File: config.mk
export PLATFORM = sky130hd
export DESIGN_NAME = twiddle_sched
export DESIGN_NICKNAME = d
export VERILOG_FILES = /design/src/rtl/fft_pkg.sv /design/src/rtl/twiddle_stage_pos.sv /design/src/rtl/twiddle_sched.sv
export SDC_FILE = /design/constraint.sdc
export NUM_CORES = 1
export LEC_CHECK = 0
export CORE_UTILIZATION = 40
export DETAILED_ROUTE_END_ITERATION = 10
export HOLD_SLACK_MARGIN = 0.12
export SLEW_MARGIN = 10
export SYNTH_ARGS = -nofsm -noshare
export SYNTH_HDL_FRONTEND = slang
export SYNTH_SLANG_ARGS = --single-unit
File: constraint.sdc
create_clock -name clk -period 2.8 [get_ports clk]
set_clock_uncertainty 0.15 [all_clocks]
set_input_delay 0.84 -clock clk [delete_from_list [all_inputs] [get_ports clk]]
set_output_delay 0.84 -clock clk [all_outputs]
set_load 0.01 [all_outputs]
File: src/rtl/fft_pkg.sv
// Shared types and helpers for the FFT twiddle scheduling logic.
package fft_pkg;

  typedef struct packed {
    logic signed [15:0] re;
    logic signed [15:0] im;
  } twiddle_t;

  typedef enum logic [1:0] {
    IDLE  = 2'd0,
    RUN   = 2'd1,
    DRAIN = 2'd2
  } sched_state_t;

  // Latency (in samples) before stage s sees the first sample of a frame.
  function automatic int tw_offset(input int s, input int n);
    int off;
    off = 0;
    for (int j = 0; j < s; j++) begin
      off += n >> (j + 1);
    end
    return off;
  endfunction

endpackage

File: src/rtl/twiddle_stage_pos.sv
// Position of one SDF stage within its window, giving butterfly/load half and twiddle address.
module twiddle_stage_pos
  import fft_pkg::*;
#(
  parameter int FFT_SIZE = 16,
  parameter int STAGES   = 4,
  parameter int IW       = 3,
  parameter int STAGE    = 0
) (
  input  logic [STAGES-1:0] cnt_i,
  output logic              bf_sel_o,
  output logic [IW-1:0]     index_o
);

  localparam logic [STAGES-1:0] OFF  = STAGES'(tw_offset(STAGE, FFT_SIZE));
  localparam logic [STAGES-1:0] MASK = STAGES'((FFT_SIZE >> STAGE) - 1);
  localparam logic [STAGES-1:0] HALF = STAGES'(FFT_SIZE >> (STAGE + 1));

  logic [STAGES-1:0] pos;
  logic [STAGES-1:0] rel;

  // Window length is a power of two, so the modulo is a mask.
  assign pos      = (cnt_i - OFF) & MASK;
  assign rel      = pos - HALF;
  assign bf_sel_o = (pos >= HALF);
  assign index_o  = bf_sel_o ? IW'(rel << STAGE) : '0;

endmodule

File: src/rtl/twiddle_sched.sv
// Twiddle address scheduler for a single-path delay-feedback FFT: tracks frames
// through IDLE/RUN/DRAIN and emits registered per-stage twiddle indexes.
module twiddle_sched
  import fft_pkg::*;
#(
  parameter  int FFT_SIZE = 16,
  localparam int STAGES   = $clog2(FFT_SIZE),
  localparam int IW       = $clog2(FFT_SIZE) - 1
) (
  input  logic                   clk,
  input  logic                   rst_n,
  input  logic                   s_valid,
  input  logic                   s_sop,
  input  logic                   flush,
  output logic [IW-1:0][IW-1:0]  indexes,
  output logic [IW-1:0]          bf_sel,
  output logic [IW-1:0]          stage_act,
  output logic                   idx_valid,
  output logic                   sop_err
);

  localparam logic [STAGES-1:0] OFF_LAST = STAGES'(tw_offset(IW - 1, FFT_SIZE));

  sched_state_t state_q, state_d;
  logic [STAGES-1:0] cnt_q, cnt_d;
  logic [STAGES-1:0] fcnt_q, fcnt_d;
  logic [STAGES-1:0] dcnt_q, dcnt_d;
  logic [IW-1:0][IW-1:0] idx_q, idx_d;
  logic [IW-1:0] bf_q, bf_d;
  logic [IW-1:0] act_q, act_d;
  logic vld_q, vld_d;
  logic err_q, err_d;

  // Decoded view of the sample accepted this cycle.
  logic              smp_take;
  logic              smp_err;
  logic              smp_drain;
  logic [STAGES-1:0] smp_cnt;
  logic [STAGES-1:0] smp_fill;
  logic [STAGES-1:0] smp_dcnt;

  logic [IW-1:0][IW-1:0] stg_idx;
  logic [IW-1:0]         stg_bf;
  logic [IW-1:0]         stg_act;

  always_ff @(posedge clk or negedge rst_n) begin
    if (!rst_n) begin
      state_q <= IDLE;
      cnt_q   <= '0;
      fcnt_q  <= '0;
      dcnt_q  <= '0;
      idx_q   <= '0;
      bf_q    <= '0;
      act_q   <= '0;
      vld_q   <= 1'b0;
      err_q   <= 1'b0;
    end else begin
      state_q <= state_d;
      cnt_q   <= cnt_d;
      fcnt_q  <= fcnt_d;
      dcnt_q  <= dcnt_d;
      idx_q   <= idx_d;
      bf_q    <= bf_d;
      act_q   <= act_d;
      vld_q   <= vld_d;
      err_q   <= err_d;
    end
  end

  always_comb begin
    state_d   = state_q;
    smp_take  = 1'b0;
    smp_err   = 1'b0;
    smp_drain = 1'b0;
    smp_cnt   = cnt_q;
    smp_fill  = fcnt_q;
    smp_dcnt  = '0;
    if (flush) begin
      state_d = IDLE;
    end else if (s_valid) begin
      unique case (state_q)
        IDLE: begin
          if (s_sop) begin
            smp_take = 1'b1;
            smp_cnt  = '0;
            smp_fill = '0;
            state_d  = RUN;
          end
        end
        RUN: begin
          smp_take = 1'b1;
          if (s_sop && (cnt_q != '0)) begin
            smp_err  = 1'b1;
            smp_cnt  = '0;
            smp_fill = '0;
          end else if (!s_sop && (cnt_q == '0)) begin
            // Counter wrapped with no new frame behind it: this is the first drain sample.
            smp_drain = 1'b1;
            smp_dcnt  = STAGES'(1);
            state_d   = (smp_dcnt >= OFF_LAST) ? IDLE : DRAIN;
          end
        end
        DRAIN: begin
          smp_take = 1'b1;
          if (s_sop) begin
            smp_cnt  = '0;
            smp_fill = '0;
            state_d  = RUN;
          end else begin
            smp_drain = 1'b1;
            smp_dcnt  = dcnt_q + 1'b1;
            state_d   = (smp_dcnt >= OFF_LAST) ? IDLE : DRAIN;
          end
        end
        default: state_d = IDLE;
      endcase
    end
  end

  always_comb begin
    cnt_d  = cnt_q;
    fcnt_d = fcnt_q;
    dcnt_d = dcnt_q;
    idx_d  = idx_q;
    bf_d   = bf_q;
    act_d  = act_q;
    vld_d  = 1'b0;
    err_d  = 1'b0;
    if (flush) begin
      cnt_d  = '0;
      fcnt_d = '0;
      dcnt_d = '0;
      idx_d  = '0;
      bf_d   = '0;
      act_d  = '0;
    end else if (smp_take) begin
      cnt_d  = smp_cnt + 1'b1;
      fcnt_d = (smp_fill >= OFF_LAST) ? OFF_LAST : smp_fill + 1'b1;
      dcnt_d = smp_dcnt;
      if (state_d == IDLE) begin
        cnt_d  = '0;
        fcnt_d = '0;
        dcnt_d = '0;
      end
      idx_d = stg_idx;
      bf_d  = stg_bf;
      act_d = stg_act;
      vld_d = 1'b1;
      err_d = smp_err;
    end
  end

  for (genvar gi = 0; gi < IW; gi++) begin : g_stage
    localparam logic [STAGES-1:0] OFF = STAGES'(tw_offset(gi, FFT_SIZE));

    twiddle_stage_pos #(
      .FFT_SIZE (FFT_SIZE),
      .STAGES   (STAGES),
      .IW       (IW),
      .STAGE    (gi)
    ) u_pos (
      .cnt_i    (smp_cnt),
      .bf_sel_o (stg_bf[gi]),
      .index_o  (stg_idx[gi])
    );

    // A stage is live once filled, and goes idle once its last frame sample has passed.
    if (gi == 0) begin : g_first
      assign stg_act[gi] = !smp_drain;
    end else begin : g_rest
      assign stg_act[gi] = (smp_fill >= OFF) && (!smp_drain || (smp_dcnt < OFF));
    end
  end

  assign indexes   = idx_q;
  assign bf_sel    = bf_q;
  assign stage_act = act_q;
  assign idx_valid = vld_q;
  assign sop_err   = err_q;

endmodule

==> impl_metrics.env, run 1 <==
export IMPL_rows=22
export IMPL_place_worst_setup_slack_ns=-0.103
export IMPL_route_detailed_drc=0
export IMPL_start_util=0.421
export IMPL_cts_clk_slew_worst_paths_ns=0.10
export IMPL_die_h_um=64.5
export IMPL_numCtsBuffers=3
export IMPL_end_kind="flop"
export IMPL_synth_cells=153
export IMPL_worst_path_max_fanout=6
export IMPL_start_kind="primary input"
export IMPL_ys_async_sr_fraction=1.00
export IMPL_grtUsageMet2=0.301
export IMPL_cap_violations=0
export IMPL_syn_area_mm2=0.00156
export IMPL_grt_ovfl_total=0
export IMPL_grt_start_max_net_pins=29
export IMPL_cts_sinks=28
export IMPL_yosys_cell_types_count=48
export IMPL_grtUsageMet1=0.234
export IMPL_antenna_found_initial=0
export IMPL_synth_edf_count=0
export IMPL_yosysWarnings=0
export IMPL_p_leak_uw=0.000903
export IMPL_cts_setup_buffers=0
export IMPL_setup_violations=0
export IMPL_crit_arrival_ns=2.64
export IMPL_cp_cell_sequence="clkdlybuf4s50_1 > buf_4 > a21boi_0 > o21ai_1 > buf_4 > nand2_1 > o31a_1 > o22a_1"
export IMPL_critPathMostFrequentCell="buf_4"
export IMPL_firstDrtPassIters=4
export IMPL_area_growth_pct=25.1
export IMPL_wl_um=3450
export IMPL_whs_ns=0.328
export IMPL_final_common_cell="dfrtp_1"
export IMPL_io_pins=22
export IMPL_n_antenna_cell=0
export IMPL_vias=1312
export IMPL_crit_reg2reg_launch="state_q[0]"
export IMPL_yosys_register_bits=28
export IMPL_io_buffer_count=18
export IMPL_clk_latency_ns=0.28
export IMPL_crit_start="s_sop"
export IMPL_cts_tree="yes"
export IMPL_die_w_um=64.5
export IMPL_cts_hold_buf=0
export IMPL_cts_buffer_depth=2
export IMPL_hp_class="reg -> reg"
export IMPL_drive_above_1_share=0.178
export IMPL_syn_avg_cell_area_um2=10.2
export IMPL_final_cells=233
export IMPL_hold_violations=0
export IMPL_min_from="stage_act[0]"
export IMPL_slew_viol_final=0
export IMPL_wl_per_cell_um=14.8
export IMPL_clockRootBuffer="clkbuf_8"
export IMPL_dieArea_mm2=0.00416
export IMPL_gp_congestion=0.838
export IMPL_cpPeakStageDelay_ns=0.46
export IMPL_seq_area_frac_synth=0.448
export IMPL_htree_num_levels=1
export IMPL_hpwl_um=2570
export IMPL_busiest_layer="met2"
export IMPL_rsz0062_at_grt="no"
export IMPL_grtUsageTotal=0.183
export IMPL_power_density_mw_per_mm2=446
export IMPL_viasPerCell=5.63
export IMPL_core_area_mm2=0.00372
export IMPL_ant_nets=0
export IMPL_worst_ir_drop_vdd_mv=0.184
export IMPL_layout_common_cells="dfrtp_1 (28), nand2_1 (19), clkdlybuf4s50_1 (18)"
export IMPL_required_ns=2.82
export IMPL_fin_crit_sh=0.935
export IMPL_max_freq_ghz=0.382
export IMPL_grtUsageMet3=0.0264
export IMPL_final_util=0.526
export IMPL_total_power_uw=872
export IMPL_worst_path_max_delay_cell="clkdlybuf4s50_1"
export IMPL_synth_ff_type="dfrtp_1"
export IMPL_period_minus_slack_ns=2.62
export IMPL_cts_resized=0
export IMPL_drt_initial_drc_count=67
export IMPL_outcome="completed"
export IMPL_postLayoutSetupSlackWorst_ns=0.181
export IMPL_grt_pass1_vias=1296
export IMPL_grt_pass1_wl_um=5930
export IMPL_fin_nets=199
export IMPL_dp_cells=229
export IMPL_critPathKind="in -> reg"
-- metrics by stage --
step | area, µm² | setup TNS, ns
4_1_cts | 1960 | 0
3_3_place_gp | 1880 | -0.0444
5_1_grt | 1960 | 0
6_report | 1960 | 0
3_5_place_dp | 1880 | -0.238
2_1_floorplan | 1570 | 0
-- registers in the layout (all words and copies together), names as in the netlist --
register and flops:
indexes 6, bf_sel 3, sop_err 1, fcnt_q 4, idx_valid 1, stage_act 3, dcnt_q 4, cnt_q 4
state_q 2
-- logic make-up after synthesis --
| family | after synthesis | share of synthesized area |
|---|---|---|
| AOI/OAI and AO/OA | 46 | 0.246 |
| and+or+nand+nor | 54 | 0.182 |
| adders and majority gates | 8 | 0.0641 |
| other | 1 | 0.00240 |
| DFF | 28 | 0.448 |
| buffers and inverters | 14 | 0.0464 |
| xor gates and xnor gates | 2 | 0.0112 |
-- path summary, 6_finish.rpt --
path	to	depth (start not counted)	slack, ns
max	fcnt_q[2]	8	0.18
min	stage_act[0]	2	0.33
max reg2reg	cnt_q[0]	7	0.31
min reg2reg	stage_act[0]	2	0.33
max in group asynchronous	indexes[2]	2	1.45
min in group asynchronous	stage_act[2]	2	0.78
-- final cells by class --
cell class                 count  area, µm²
clock inverter                 1       30.0
fill                         346       1760
tap                           48       60.1
timing repair buffer          35        308
multi-input combinational    113        797
sequential                    28        701
inverter                       5       18.8
clock buffer                   3       41.3
-- where the power goes --
part	switching, µW	internal, µW
clock	125	191
combinational	82.4	55.3
sequential	7.48	411
total	215	657
-- synth_stat cells, drive strengths merged, types with 2 or more instances --
cell | count | area share
dfrtp | 28 | 0.45
nand2 | 19 | 0.046
o21ai | 9 | 0.029
a32o | 8 | 0.051
ha | 8 | 0.064
nor2 | 8 | 0.021
a22o | 7 | 0.040
and2 | 5 | 0.020
buf | 5 | 0.025
inv | 5 | 0.012
clkbuf | 4 | 0.0096
nand2b | 4 | 0.016
nand3 | 4 | 0.013
nor3 | 4 | 0.020
a211o | 2 | 0.011
a211oi | 2 | 0.0096
a21o | 2 | 0.0096
a21oi | 2 | 0.014
o211ai | 2 | 0.013
o41ai | 2 | 0.011
or2 | 2 | 0.0080
or3 | 2 | 0.0080
xnor2 | 2 | 0.011
-- worst max-delay path: cells and delay by family --
kind | cells | cell delay [ns]
AO/OA/AOI/OAI | 4 | 0.87
buffers and inverters | 3 | 0.84
AND/OR/NAND/NOR | 1 | 0.08
-- metal layers --
| metal | wire (µm) | vias to the layer above | share of wire |
|---|---|---|---|
| met5 | 0 | - | 0 |
| met4 | 60 | 0 | 0.017 |
| met3 | 115 | 8 | 0.033 |
| met2 | 1710 | 34 | 0.50 |
| met1 | 1560 | 647 | 0.45 |
| li1 | - | 623 | - |
Note: power is estimated with default switching activity, not from simulation.
==> run 2, diff against run 1 <==
- PLACE_DENSITY: default -> 0.61
- REMOVE_ABC_BUFFERS: default -> 1
- clock period: 2.8 -> 3.2 ns (I/O delays scaled with it)
==> impl_metrics.env, run 2 (synthesis gave the netlist of run 1 again) <==
export IMPL_cp_cell_sequence="clkdlybuf4s50_1 > nand2b_1 > a31o_2 > o221ai_1 > a21oi_4 > nor3_4 > a32o_1"
export IMPL_core_area_mm2=0.00372
export IMPL_final_common_cell="dfrtp_1"
export IMPL_cts_setup_buffers=0
export IMPL_gp_congestion=0.786
export IMPL_cap_violations=0
export IMPL_grt_start_max_net_pins=29
export IMPL_outcome="completed"
export IMPL_n_antenna_cell=0
export IMPL_worst_path_max_fanout=9
export IMPL_tns_ns=0
export IMPL_antenna_found_initial=0
export IMPL_drt_initial_drc_count=61
export IMPL_postLayoutSetupSlackWorst_ns=0.303
export IMPL_rows=22
export IMPL_clk_latency_ns=0.28
export IMPL_largest_reg_flops=6
export IMPL_fin_crit_sh=0.905
export IMPL_dieArea_mm2=0.00416
export IMPL_start_kind="primary input"
export IMPL_fin_nets=191
export IMPL_dpl_cell_area_mm2=0.00182
export IMPL_slew_viol_final=0
export IMPL_vias=1250
export IMPL_setup_violations=0
export IMPL_required_ns=3.27
export IMPL_drive_above_1_share=0.141
export IMPL_numCtsBuffers=3
export IMPL_end_kind="flop"
export IMPL_power_density_mw_per_mm2=400
export IMPL_cts_tree="yes"
export IMPL_cts_hold_buf=0
export IMPL_die_w_um=64.5
export IMPL_hp_class="reg -> reg"
export IMPL_worst_ir_drop_vdd_mv=0.158
export IMPL_rsz0062_at_grt="no"
export IMPL_grt_pass1_wl_um=6020
export IMPL_cpPeakStageDelay_ns=0.56
export IMPL_htree_num_levels=1
export IMPL_viasPerCell=5.56
export IMPL_crit_arrival_ns=2.96
export IMPL_route_detailed_drc=0
export IMPL_wl_per_cell_um=15.0
export IMPL_ant_nets=0
export IMPL_final_cell_area_mm2=0.00190
export IMPL_io_pins=22
export IMPL_period_minus_slack_ns=2.90
export IMPL_firstDrtPassIters=4
export IMPL_critPathKind="in -> reg"
export IMPL_grtUsageTotal=0.189
export IMPL_die_h_um=64.5
export IMPL_worst_path_max_delay_cell="clkdlybuf4s50_1"
export IMPL_p_leak_uw=0.000865
export IMPL_io_buffer_count=18
export IMPL_cts_buffer_depth=2
export IMPL_cts_clk_slew_worst_paths_ns=0.10
export IMPL_grt_pass1_vias=1293
export IMPL_hold_violations=0
export IMPL_clockRootBuffer="clkbuf_8"
export IMPL_start_util=0.421
export IMPL_max_freq_ghz=0.345
export IMPL_cts_resized=0
export IMPL_grt_ovfl_total=0
export IMPL_cts_sinks=28
export IMPL_layout_common_cells="dfrtp_1 (28), nand2_1 (19), clkdlybuf4s50_1 (18)"
export IMPL_place_worst_setup_slack_ns=0.0433
export IMPL_wl_um=3390
export IMPL_hpwl_um=2490
export IMPL_area_growth_pct=21.3
[run 2: changes by cell type in the layout (fill, tap and decap cells not counted), sizes merged]
cell / delta
buf: -8
[run 2: final cells by class]
type	count	area, µm²
Multi-Input combinational cell	113	797
Sequential cell	28	701
Clock buffer	3	41.3
Clock inverter	1	30.0
Inverter	5	18.8
Tap cell	48	60.1
Timing Repair Buffer	27	248
Fill cell	359	1820
[run 2: critical path, delay by kind of cell]
kind / cells / cell delay, ns
compound gates: 4 / 0.93
buf+inv: 1 / 0.56
simple gates: 2 / 0.51
[run 2: through the flow]
| step | hold WS [ns] | power (µW) | cells | util |
|---|---|---|---|---|
| 3_3_place_gp | 0.300 | 483 | 221 | 0.491 |
| 5_1_grt | 0.356 | 794 | 225 | 0.510 |
| 3_5_place_dp | 0.307 | 486 | 221 | 0.491 |
| 6_report | 0.320 | 758 | 225 | 0.510 |
| 2_1_floorplan | 0.329 | 435 | 146 | - |
| 4_1_cts | 0.329 | 767 | 225 | 0.510 |
[run 2: per-layer routing]
metal	wire (µm)	track usage
met5	0	0
met4	66	0.0972
met3	84	0.0211
met2	1620	0.317
met1	1620	0.239
[run 2: final timing paths]
path	from	cells after the start	to	slack [ns]
setup / recovery	s_sop	7	fcnt_q[1]	0.30
hold / removal	stage_act[1]	2	stage_act[1]	0.32
setup reg to reg	cnt_q[2]	6	fcnt_q[1]	0.70
hold reg to reg	stage_act[1]	2	stage_act[1]	0.32
max in group asynchronous	rst_n	2	state_q[0]	1.72
min in group asynchronous	rst_n	2	fcnt_q[2]	0.91
[run 2: power by group]
group	internal [µW]	switching, µW	leakage, µW	total [µW]
clock network	168	113	0.0000357	280
logic	43.0	70.1	0.000440	113
registers	359	5.70	0.000389	365
==> run 3, diff against run 2 <==
- clock period: 3.2 -> 3.5 ns (I/O delays scaled with it)
==> impl_metrics.env, run 3 (synthesis gave the netlist of run 1 again) <==
export IMPL_outcome="completed"
export IMPL_end_kind="flop"
export IMPL_grt_pass1_wl_um=6030
export IMPL_cts_sinks=28
export IMPL_io_buffer_count=18
export IMPL_cap_violations=0
export IMPL_slew_viol_final=0
export IMPL_worst_pin_slew_ns=0.538
export IMPL_wl_um=3330
export IMPL_required_ns=3.56
export IMPL_route_detailed_drc=0
export IMPL_critPathKind="in -> reg"
export IMPL_cts_setup_buffers=0
export IMPL_crit_arrival_ns=3.07
export IMPL_worst_path_max_fanout=11
export IMPL_grt_ovfl_total=0
export IMPL_ant_nets=0
export IMPL_slew_headroom=0.639
export IMPL_largest_reg_flops=6
export IMPL_whs_ns=0.329
export IMPL_core_area_mm2=0.00372
export IMPL_firstDrtPassIters=4
export IMPL_clockRootBuffer="clkbuf_8"
export IMPL_fillers=343
export IMPL_hp_class="reg -> reg"
export IMPL_hpwl_um=2420
export IMPL_ff_latch_area_um2=701
export IMPL_start_kind="primary input"
export IMPL_antenna_found_initial=0
export IMPL_dieArea_mm2=0.00416
export IMPL_grt_pass1_vias=1237
export IMPL_grt_start_max_net_pins=29
export IMPL_setup_violations=0
export IMPL_power_density_mw_per_mm2=367
export IMPL_rsz0062_at_grt="no"
export IMPL_cts_tree="yes"
export IMPL_htree_num_levels=1
export IMPL_tns_ns=0
export IMPL_drive_above_1_share=0.126
export IMPL_grtUsageTotal=0.187
export IMPL_hold_violations=0
export IMPL_place_worst_setup_slack_ns=0.195
export IMPL_final_common_cell="dfrtp_1"
export IMPL_numCtsBuffers=3
export IMPL_postLayoutSetupSlackWorst_ns=0.490
export IMPL_max_freq_ghz=0.332
export IMPL_layout_common_cells="dfrtp_1 (28), nand2_1 (19), clkdlybuf4s50_1 (18)"
export IMPL_cts_hold_buf=0
export IMPL_drt_initial_drc_count=77
export IMPL_fin_nets=188
export IMPL_gp_congestion=0.784
export IMPL_die_w_um=64.5
export IMPL_cts_resized=0
export IMPL_period_minus_slack_ns=3.01
export IMPL_cts_clk_slew_worst_paths_ns=0.10
export IMPL_area_growth_pct=19.9
export IMPL_wl_per_cell_um=15.0
export IMPL_die_h_um=64.5
export IMPL_worst_ir_drop_vdd_mv=0.143
export IMPL_p_leak_uw=0.000851
export IMPL_n_antenna_cell=0
export IMPL_io_pins=22
export IMPL_multi_input_area_um2=797
export IMPL_fin_crit_sh=0.860
export IMPL_start_util=0.421
export IMPL_clk_latency_ns=0.27
export IMPL_vias=1246
export IMPL_viasPerCell=5.61
export IMPL_rows=22
export IMPL_cts_buffer_depth=2
[run 3: cell types whose count changed in the layout (fill, tap and decap cells not counted), sizes merged]
cell / delta
buf: -3
[run 3: path summary, 6_finish.rpt]
check | start | endpoint | slack, ns | cells past startpoint
setup / recovery | s_sop | cnt_q[1] | 0.49 | 7
hold / removal | stage_act[0] | stage_act[0] | 0.33 | 2
setup reg to reg | cnt_q[2] | fcnt_q[1] | 0.97 | 6
hold reg to reg | stage_act[0] | stage_act[0] | 0.33 | 2
max in group asynchronous | rst_n | cnt_q[0] | 1.94 | 2
min in group asynchronous | rst_n | stage_act[1] | 1.00 | 2
[run 3: worst max-delay path: stages]
cell and delay [ns]:
clkdlybuf4s50_1 0.59, nand2b_1 0.29, a31o_2 0.23, o221ai_1 0.30, a21oi_4 0.17, nor3_4 0.24
a22o_1 0.21
[run 3: through the flow]
stage | utilization | area, µm² | power, µW | instances
after CTS | 0.504 | 1870 | 692 | 222
after floorplan | - | 1520 | 398 | 146
final | 0.504 | 1870 | 687 | 222
after global placement | 0.485 | 1800 | 437 | 218
after detailed placement | 0.485 | 1800 | 439 | 218
after global routing | 0.504 | 1870 | 716 | 222
[run 3: power breakdown]
part | internal [µW] | switching, µW | total [µW]
logic | 35.4 | 63.2 | 98.6
clock network | 153 | 102 | 255
registers | 329 | 5.30 | 334
total | 517 | 170 | 687
[run 3: per-layer routing]
| metal | GRT usage | share of wire | wire, µm | vias up |
|---|---|---|---|---|
| met5 | 0 | 0 | 0 | - |
| met4 | 0.0722 | 0.014 | 46 | 0 |
| met3 | 0.0211 | 0.030 | 99 | 4 |
| met2 | 0.304 | 0.49 | 1620 | 24 |
| met1 | 0.254 | 0.47 | 1570 | 617 |
| li1 | - | - | - | 601 |
[run 3: area by class of cell]
class / count / area share
Sequential cell: 28 / 0.374
Timing Repair Buffer: 24 / 0.120
Inverter: 5 / 0.0100
Clock buffer: 3 / 0.0220
Tap cell: 48 / 0.0321
Clock inverter: 1 / 0.0160
Multi-Input combinational cell: 113 / 0.426
